$ cat src/rtl/bee_motion_ctrl.sv
// bee_motion_ctrl: once-per-frame motion sequencer for the Bee sprite.
// Fires a one-cycle frame_tick on the first vertical-blank line. Every
// FRAMES_PER_STEP enabled ticks it steps the sprite origin: the sprite runs
// horizontally, drops and reverses at the edges, and freezes at the bottom.
// Optional feature macro: BEE_MOTION_PAUSE_EN (adds a pause toggle input).
module bee_motion_ctrl #(
  parameter int H_RES           = 640,
  parameter int V_TICK_LINE     = 480,
  parameter int SPRITE_W        = 34,
  parameter int X_INIT          = 303,
  parameter int Y_INIT          = 40,
  parameter int STEP_X          = 1,
  parameter int DROP_Y          = 8,
  parameter int Y_MAX           = 400,
  parameter int FRAMES_PER_STEP = 2
) (
  input  logic       clk_pix,
  input  logic       rst_pix_n,
  input  logic [9:0] sx,
  input  logic [9:0] sy,
  input  logic       enable,
`ifdef BEE_MOTION_PAUSE_EN
  input  logic       pause,
`endif
  output logic [9:0] bee_x,
  output logic [9:0] bee_y,
  output logic       dir,
  output logic       frame_tick,
  output logic       at_bottom
);

  // 11-bit constants so every compare/sum has headroom and cannot wrap
  localparam logic [10:0] X_MAX11   = 11'(H_RES - SPRITE_W);
  localparam logic [10:0] STEP_X11  = 11'(STEP_X);
  localparam logic [10:0] DROP_Y11  = 11'(DROP_Y);
  localparam logic [10:0] Y_MAX11   = 11'(Y_MAX);
  localparam logic [9:0]  TICK_LINE = 10'(V_TICK_LINE);
  localparam logic [9:0]  X_RST     = 10'(X_INIT);
  localparam logic [9:0]  Y_RST     = 10'(Y_INIT);
  localparam logic [7:0]  CNT_LAST  = 8'(FRAMES_PER_STEP - 1);

  typedef enum logic [1:0] {RUN, DROP, BOTTOM} state_t;

  state_t      state_q, state_d;
  logic [9:0]  bee_x_q, bee_x_d;
  logic [9:0]  bee_y_q, bee_y_d;
  logic        dir_q, dir_d;
  logic        frame_tick_q, frame_tick_d;
  logic        at_bottom_q, at_bottom_d;
  logic [7:0]  cnt_q, cnt_d;
  logic        paused;

  logic        tick;
  logic        step;
  logic [10:0] x11, y11, x_fwd, y_drop;

`ifdef BEE_MOTION_PAUSE_EN
  logic pause_q, pause_d;
  logic pause_dly_q, pause_dly_d;
  logic paused_q, paused_d;

  // Register pause, then toggle the paused flag on its registered rising edge
  always_comb begin
    pause_d     = pause;
    pause_dly_d = pause_q;
    paused_d    = paused_q;
    if (pause_q && !pause_dly_q) paused_d = ~paused_q;
  end

  // Pause-path state
  always_ff @(posedge clk_pix) begin
    if (!rst_pix_n) begin
      pause_q     <= 1'b0;
      pause_dly_q <= 1'b0;
      paused_q    <= 1'b0;
    end else begin
      pause_q     <= pause_d;
      pause_dly_q <= pause_dly_d;
      paused_q    <= paused_d;
    end
  end

  assign paused = paused_q;
`else
  assign paused = 1'b0;
`endif

  // Frame tick detect and step prescaler; counter only moves when stepping is allowed
  always_comb begin
    tick         = (sx == 10'd0) && (sy == TICK_LINE);
    frame_tick_d = tick;
    cnt_d        = cnt_q;
    step         = 1'b0;
    if (tick && enable && !paused) begin
      if (cnt_q == CNT_LAST) begin
        cnt_d = 8'd0;
        step  = 1'b1;
      end else begin
        cnt_d = cnt_q + 8'd1;
      end
    end
  end

  // Motion FSM: next state and next sprite origin, evaluated only on step edges
  always_comb begin
    state_d = state_q;
    bee_x_d = bee_x_q;
    bee_y_d = bee_y_q;
    dir_d   = dir_q;
    x11     = {1'b0, bee_x_q};
    y11     = {1'b0, bee_y_q};
    x_fwd   = x11 + STEP_X11;
    y_drop  = y11 + DROP_Y11;
    unique case (state_q)
      RUN: if (step) begin
        if (dir_q) begin
          if (x_fwd > X_MAX11) state_d = DROP;
          else                 bee_x_d = x_fwd[9:0];
        end else begin
          if (x11 < STEP_X11)  state_d = DROP;
          else                 bee_x_d = 10'(x11 - STEP_X11);
        end
      end
      DROP: if (step) begin
        bee_y_d = y_drop[9:0];
        dir_d   = ~dir_q;
        state_d = (y_drop >= Y_MAX11) ? BOTTOM : RUN;
      end
      BOTTOM: ;
      default: state_d = RUN;
    endcase
    at_bottom_d = (state_d == BOTTOM);
  end

  // All state and outputs registered; synchronous active-low reset
  always_ff @(posedge clk_pix) begin
    if (!rst_pix_n) begin
      state_q      <= RUN;
      bee_x_q      <= X_RST;
      bee_y_q      <= Y_RST;
      dir_q        <= 1'b1;
      frame_tick_q <= 1'b0;
      at_bottom_q  <= 1'b0;
      cnt_q        <= 8'd0;
    end else begin
      state_q      <= state_d;
      bee_x_q      <= bee_x_d;
      bee_y_q      <= bee_y_d;
      dir_q        <= dir_d;
      frame_tick_q <= frame_tick_d;
      at_bottom_q  <= at_bottom_d;
      cnt_q        <= cnt_d;
    end
  end

  assign bee_x      = bee_x_q;
  assign bee_y      = bee_y_q;
  assign dir        = dir_q;
  assign frame_tick = frame_tick_q;
  assign at_bottom  = at_bottom_q;

endmodule

$ cat config.mk
export PLATFORM = sky130hd
export DESIGN_NAME = bee_motion_ctrl
export DESIGN_NICKNAME = d
export VERILOG_FILES = /design/src/rtl/bee_motion_ctrl.sv
export SDC_FILE = /design/constraint.sdc
export NUM_CORES = 1
export LEC_CHECK = 0
export CORE_ASPECT_RATIO = 0.5
export CORE_MARGIN = 2
export CORE_UTILIZATION = 30
export CTS_CLUSTER_DIAMETER = 80
export CTS_CLUSTER_SIZE = 30
export DETAILED_ROUTE_END_ITERATION = 7
export DONT_BUFFER_PORTS = 1
export PLACE_DENSITY_LB_ADDON = 0.15
export SETUP_SLACK_MARGIN = 0.3
export SLEW_MARGIN = 0
export SYNTH_ARGS = -nofsm -noshare
export SYNTH_HDL_FRONTEND = slang
export SYNTH_SLANG_ARGS = --single-unit
$ cat constraint.sdc
create_clock -name clk_pix -period 7.6 [get_ports clk_pix]
set_input_delay 2.28 -clock clk_pix [delete_from_list [all_inputs] [get_ports clk_pix]]
set_output_delay 2.28 -clock clk_pix [all_outputs]
set_load 0.01 [all_outputs]
* After elaboration in Yosys (flattened, before gate mapping)
Index checks and enable logic that the tools add are counted. W data, S select, Z words.
Cells by class: add/sub/neg operators 4, multipliers 0, divide/modulo/power cells 0, $lt $le $gt $ge 3, equality and inequality tests 7, shifts and indexed selects 0, multiplexer cells 13, bitwise logic cells 1, reduce and logical (&&, ||, !) cells 6
Operators by type and width (count):
- $mux W10 | 3
- $mux W2 | 6
- $add A10 B1 Y11 const B | 1
- $add A10 B4 Y11 const B | 1
- $ge A11 B9 Y1 const B | 1
- $gt A11 B10 Y1 const B | 1
- $eq A10 B9 Y1 const B | 1
- $logic_not A10 Y1 | 1
- $lt A10 B1 Y1 const B | 1
- $sub A10 B1 Y10 const B | 1
- $add A8 B1 Y8 const B | 1
- $eq A8 B1 Y1 const B | 1
- $mux W8 | 1
- $pmux W2 S3 | 1
- $eq A2 B2 Y1 const B | 2
- $ne A2 B2 Y1 const B | 2
- $reduce_and A4 Y1 | 1
- $eq A2 B1 Y1 const B | 1
- $logic_and A1 B1 Y1 | 2
- $logic_not A2 Y1 | 1
- $mux W1 | 2
- $reduce_and A2 Y1 | 1
- $not A1 Y1 | 1
Word-level totals: flip-flop bits (word level) 33, latch bits 0, memory bits (writable) 0, memory bits (read-only) 0, input port bits 23, memories 0

* Logic depth before layout (Yosys ltp)
Gate-level depths: netlist (run 1).
depth after elaboration 7, depth in mapped cells 9, depth with buffers taken out 8

* Worst setup path after synthesis (run 1)
Ideal clock, no wire load.
path type input -> register, start point input sx[9], end point register bee_x_q[5], in the netlist bee_x[5], library setup time 0.123 ns, arrival time 3.796 ns, data required time 7.477 ns, slack 3.681 ns, stages on the path 7, buffers on the path 1, cells stage by stage nor4b_1 > and4_1 > and4_1 > buf_6 > nand2_8 > a2111oi_2 > mux2_1
On the way: cells in the longest elaborated chain, start to end 5
Ends and longest elaborated chain:
- start, declared | line 19 | input logic [9:0] sx,
- $logic_not A10 Y1 | line 90 | tick = (sx == 10'd0) && (sy == TICK_LINE);
- $logic_and A1 B1 Y1 | line 90
- $logic_and A1 B1 Y1 | line 94 | if (tick && enable && !paused) begin
- $mux W1 | line 94
- $reduce_and A4 Y1 (no line)
- end signal, assigned | line 139 | bee_x_q <= X_RST;
- end signal, assigned | line 147 | bee_x_q <= bee_x_d;
- end, declared | line 45 | logic [9:0] bee_x_q, bee_x_d;
Every way passes these cells. A chain may end at the register's enable or synchronous reset.

* Worst setup path after layout (run 1)
start point input sx[2], end point register bee_x_q[8], in the netlist bee_x[8]
The elaborated chain is that of the path after synthesis.

==> out/results.tsv, run 1 <==
metric	value	unit
status	completed	
Inserted Clock Buffers	5	
ANT nets after route	0	
full die area	7860	um2
CP Cell Sequence	nor4_1 > and4_1 > and4_1 > nand2_8 > a2111oi_2 > mux2_1	
GRT Total Usage	13.5	%
syn avg cell area	8.36	um2
Finish-stage setup viols	0	
starting density of the core	31.6	%
wire per inst	14.4	um
endpoints failing hold	0	
Synth Register Bits	30	
CTS Sinks	30	
commonest cells in the netlist	dfxtp_1 (30), nand2_1 (26), nor2_1 (23), clkbuf_1 (12), xor2_1 (11)	
Final Net Count	273	
core area	6780	um2
mapped cell area	2140	um2
CP Max Fanout	10	
initial antenna violation count	0	
# DRC	0	
WP buf/inv	0	
fraction of registers with async set/reset	0	%
DRT Wirelength	4850	um
first-pass GRT wire length	8470	um
buffers added on ports	0	
Data required, critical path	7750	ps
top-count cell post-synth	dfxtp_1	
main flop type after synthesis	dfxtp_1	
Max H-tree Level	2	
synthesis-to-layout area growth	7.54	%
CP most frequent cell	and4_1	
die width	123	um
Die Y	63.7	um
Unique masters post-synth	54	
crit-path max cell delay	400	ps
via count	1791	
Placed Cells	328	
Synth Warn #	0	
Root Buffer	clkbuf_16	
largest net degree at the start of global routing	27	
layout cells sized above 1	9.02	%
Final Instance Count excl. Fillers	336	
clk buf depth	2	
skew final	4.66	ps
met2 Usage GRT	21.7	%
antenna cells	0	
number of cells on the critical path	6	
Synth top area share	28.1	%
R2R depth	7	
first-pass iteration count of the detailed router	7	
Setup crit end kind	register	
hold depth	1	
fin crit share	51.1	%
actual slew at the worst max-slew pin	734	ps
total negative setup slack	0	ps
std cell rows	21	
Max IR drop VDD	64.5	uV
Post-CTS Setup Inserts	0	
clk slew on worst S/H paths	50	ps
vias in the first global route	1679	
cells after synthesis	256	
global route hottest layer	met2	
unrepaired setup endpoints after global routing	no	
CP max-delay cell	and4_1	
crit path DAT	4030	ps
Leakage	0.760	nW
sequential share of the synthesized area	28.1	%
startpoint types	input port	
Period minus WS final	3880	ps
DP HPWL	3610	um
gr ovfl total	0	
Iteration-0 DRC Markers	78	
clk_lat worst skew	270	ps
GRT met1 Usage	17.6	%
achievable frequency	0.258	GHz
post-CTS sizing	0	
DR vias/cell	5.33	
routing usage on met3	3.62	%
Worst Hold Class	reg2reg	
Yosys top cell by area	dfxtp_1	
slew margin rel.	50.8	%
CTS tree	yes	
max-slew violations	0	
GP Congestion	0.771	
Setup CP Type	in2reg	
max_cap viols	0	
Area contributors post-synth	dfxtp_1 (28%), a2111oi_2 (4.9%), nand2_1 (4.6%)	
Power Dens Cells	154	nW/um2
IO Count	46	
Post-synth EDFFs	0	
Post-CTS Hold Buffers	0	
cell family with most CP delay	simple AND/OR/NAND/NOR gates	
[report_power, final]
part | internal [W] | switching (W)
logic | 0.00000135 | 0.00000277
clock network | 0.000129 | 0.0000639
registers | 0.000158 | 0.0000000000171
[routing by layer]
| metal | vias up | part of all wire, % |
|---|---|---|
| li1 | 909 | - |
| met4 | 0 | 0.95 |
| met1 | 861 | 48 |
| met2 | 17 | 47 |
| met5 | - | 0 |
| met3 | 4 | 4.0 |
[state kept, by name, indices dropped and copies added (netlist names)]
signal,flops
dir,1
bee_y,7
frame_tick,1
bee_x,10
cnt_q,8
state_q,2
at_bottom,1
[placed cells by master, fill, tap and decap left out, types with 3 or more instances in the layout]
master      n
clkbuf_16   5
a31oi_1     6
xor2_1     11
or3_1       5
inv_1       8
and4_1      3
nand2b_1    9
o21ai_0     4
and3_1      6
a2111oi_2   7
conb_1      3
a21oi_1     5
xnor2_1     3
ha_1        7
nand3_1     6
and2_1      4
nor2_1     23
nor4_1      4
a22oi_1     3
nand3b_1    3
nand4_1     8
nand2_1    26
nand4b_1    5
mux2i_1     4
a211oi_1    4
mux2_1      5
dfxtp_1    30
[path summary, 6_finish.rpt]
| kind | from | to | slack (ps) |
|---|---|---|---|
| max | sx[2] | bee_x[8] | 3720 |
| min | state_q[1] | state_q[0] | 420 |
| max reg2reg | bee_x[0] | bee_x[8] | 4470 |
| min reg2reg | state_q[1] | state_q[0] | 420 |
[kinds of logic after synthesis]
kind of cell | after synthesis | synth area share (%)
compound gates | 46 | 18.8
xor+xnor | 14 | 5.73
fa+ha+maj | 7 | 4.09
buf+inv | 31 | 6.84
flops | 30 | 28.1
mux | 9 | 4.50
other cells | 1 | 0.175
simple gates | 118 | 31.8
[area by class of cell]
| cell class | instances | area (um2) |
|---|---|---|
| fillers | 717 | 4480 |
| multi-input cells | 197 | 1400 |
| flip-flops and latches | 30 | 601 |
| clock buffers | 7 | 143 |
| well taps | 92 | 115 |
| inverters | 8 | 30.0 |
| repair buffers | 1 | 7.51 |
| clock inverters | 1 | 5.00 |
[per-stage QoR]
stage	hold slack, ps	worst slack, ps	total power [W]	utilization (%)	area [um2]
after floorplan	400	3680	0.000166	-	2150
after global placement	407	3500	0.000165	31.8	2150
after detailed placement	417	3420	0.000165	31.8	2150
after CTS	423	3700	0.000362	33.9	2300
after global routing	449	3540	0.000371	33.9	2300
final	418	3720	0.000355	33.9	2300
Power figures use the tool's default switching activity.
==> inputs of run 2 (changes only) <==
- clock period: 7.6 -> 3.75 ns (I/O delays scaled with it)
==> run 2 against run 1 <==
Net effect:
- highest routed layer unchanged
- worst setup slack got worse by 2700 ps
- critical endpoint is now bee_x[5]
- power increased by 100%
- final area increased by 0.33%
- die area unchanged
- clock power increased by 100%
- critical path depth unchanged
==> out/results.tsv, run 2 (same netlist as run 1, synthesis figures left out) <==
metric	value	unit
Setup CP Type	in2reg	
flop2flop setup slack	1080	ps
RR Startpoint	bee_x[1]	
Leakage	0.764	nW
Worst Hold Class	reg2reg	
max-slew violations	0	
layout cells sized above 1	9.39	%
full die area	7860	um2
Root Buffer	clkbuf_16	
Inserted Clock Buffers	5	
clk buf depth	2	
Post-CTS Hold Buffers	0	
Power Dens Cells	312	nW/um2
buffers added on ports	0	
Final Net Count	274	
CTS tree	yes	
Period minus WS final	2740	ps
startpoint types	input port	
die width	123	um
std cell rows	21	
skew final	5.50	ps
commonest non-fill, non-tap cell in the layout	dfxtp_1	
# DRC	0	
Critical Path End	bee_x[5]	
total negative setup slack	0	ps
CP Max Fanout	10	
unrepaired setup endpoints after global routing	no	
starting density of the core	31.6	%
total power	0.000720	W
initial antenna violation count	0	
synthesis-to-layout area growth	7.89	%
wire per inst	14.6	um
CTS Sinks	30	
Data required, critical path	3900	ps
Worst R2R End	bee_x[5]	
Die Y	63.7	um
DR vias/cell	5.45	
Setup crit end kind	register	
ANT nets after route	0	
Post-CTS Setup Inserts	0	
achievable frequency	0.365	GHz
core area	6780	um2
Max IR drop VDD	130	uV
first-pass GRT wire length	8430	um
Largest register FFs	10	
slew margin rel.	50.3	%
hold depth	1	
Setup WS post-layout	1010	ps
DP HPWL	3710	um
largest net degree at the start of global routing	27	
Max H-tree Level	2	
DRT Wirelength	4930	um
max_cap viols	0	
R2R depth	8	
first-pass iteration count of the detailed router	4	
Finish-stage setup viols	0	
antenna cells	0	
GRT Total Usage	13.4	%
via count	1838	
post-layout util	34.1	%
actual slew at the worst max-slew pin	744	ps
vias in the first global route	1759	
Min Hold Slack	420	ps
endpoints failing hold	0	
IO Count	46	
clk_lat worst skew	270	ps
pre-CTS setup slack	728	ps
status	completed	
GP Congestion	0.805	
post-CTS sizing	0	
gr ovfl total	0	
crit path DAT	2890	ps
clk slew on worst S/H paths	50	ps
Iteration-0 DRC Markers	90	
fin crit share	73.0	%
most frequent cells in the layout	dfxtp_1 (30), nand2_1 (26), nor2_1 (23), xor2_1 (11), nand2b_1 (9)	
CP startpoint	sx[9]	
## run 2: changes by cell type in the layout (fill, tap and decap cells not counted), sizes merged
cell | before | now
buf | 1 | 2
## run 2: worst min-delay path by stage
stage | from | to
2_1_floorplan | state_q[1] | state_q[0]
3_3_place_gp | state_q[1] | state_q[0]
3_5_place_dp | state_q[1] | state_q[0]
4_1_cts | state_q[1] | state_q[0]
5_1_grt | state_q[1] | state_q[0]
6_report | state_q[1] | state_q[0]
## run 2: worst max-delay path, cell delays in order
cell	delay [ps]
nor4b_1	270
and4_1	270
and4_1	390
nand2_8	130
a2111oi_2	320
mux2_1	360
## run 2: layout make-up
class                           count  area [um2]
Tap cell                           92         115
Fill cell                         708        4470
Inverter                            8        30.0
Clock buffer                        7         143
Timing Repair Buffer                2        15.0
Sequential cell                    30         601
Multi-Input combinational cell    197        1400
Clock inverter                      1        5.00
## run 2: layer usage
layer | vias up | global-route usage, % | part of all wire [%]
met5 | - | 0 | 0
met4 | 0 | 5.40 | 1.5
met3 | 6 | 3.17 | 5.4
met2 | 58 | 22.2 | 47
met1 | 863 | 16.7 | 46
li1 | 911 | - | -
## run 2: per-stage QoR
step	area, um2	cells
final	2310	337
after floorplan	2150	258
after global routing	2310	337
after CTS	2310	337
after global placement	2160	329
after detailed placement	2160	329
## run 2: power breakdown
group	internal [W]	leakage [nW]	switching (W)	total, W
Sequential	0.000319	0.242	0.0000000000345	0.000319
Clock	0.000262	0.0739	0.000130	0.000392
Combinational	0.00000274	0.448	0.00000584	0.00000857
Total	0.000584	0.764	0.000136	0.000720
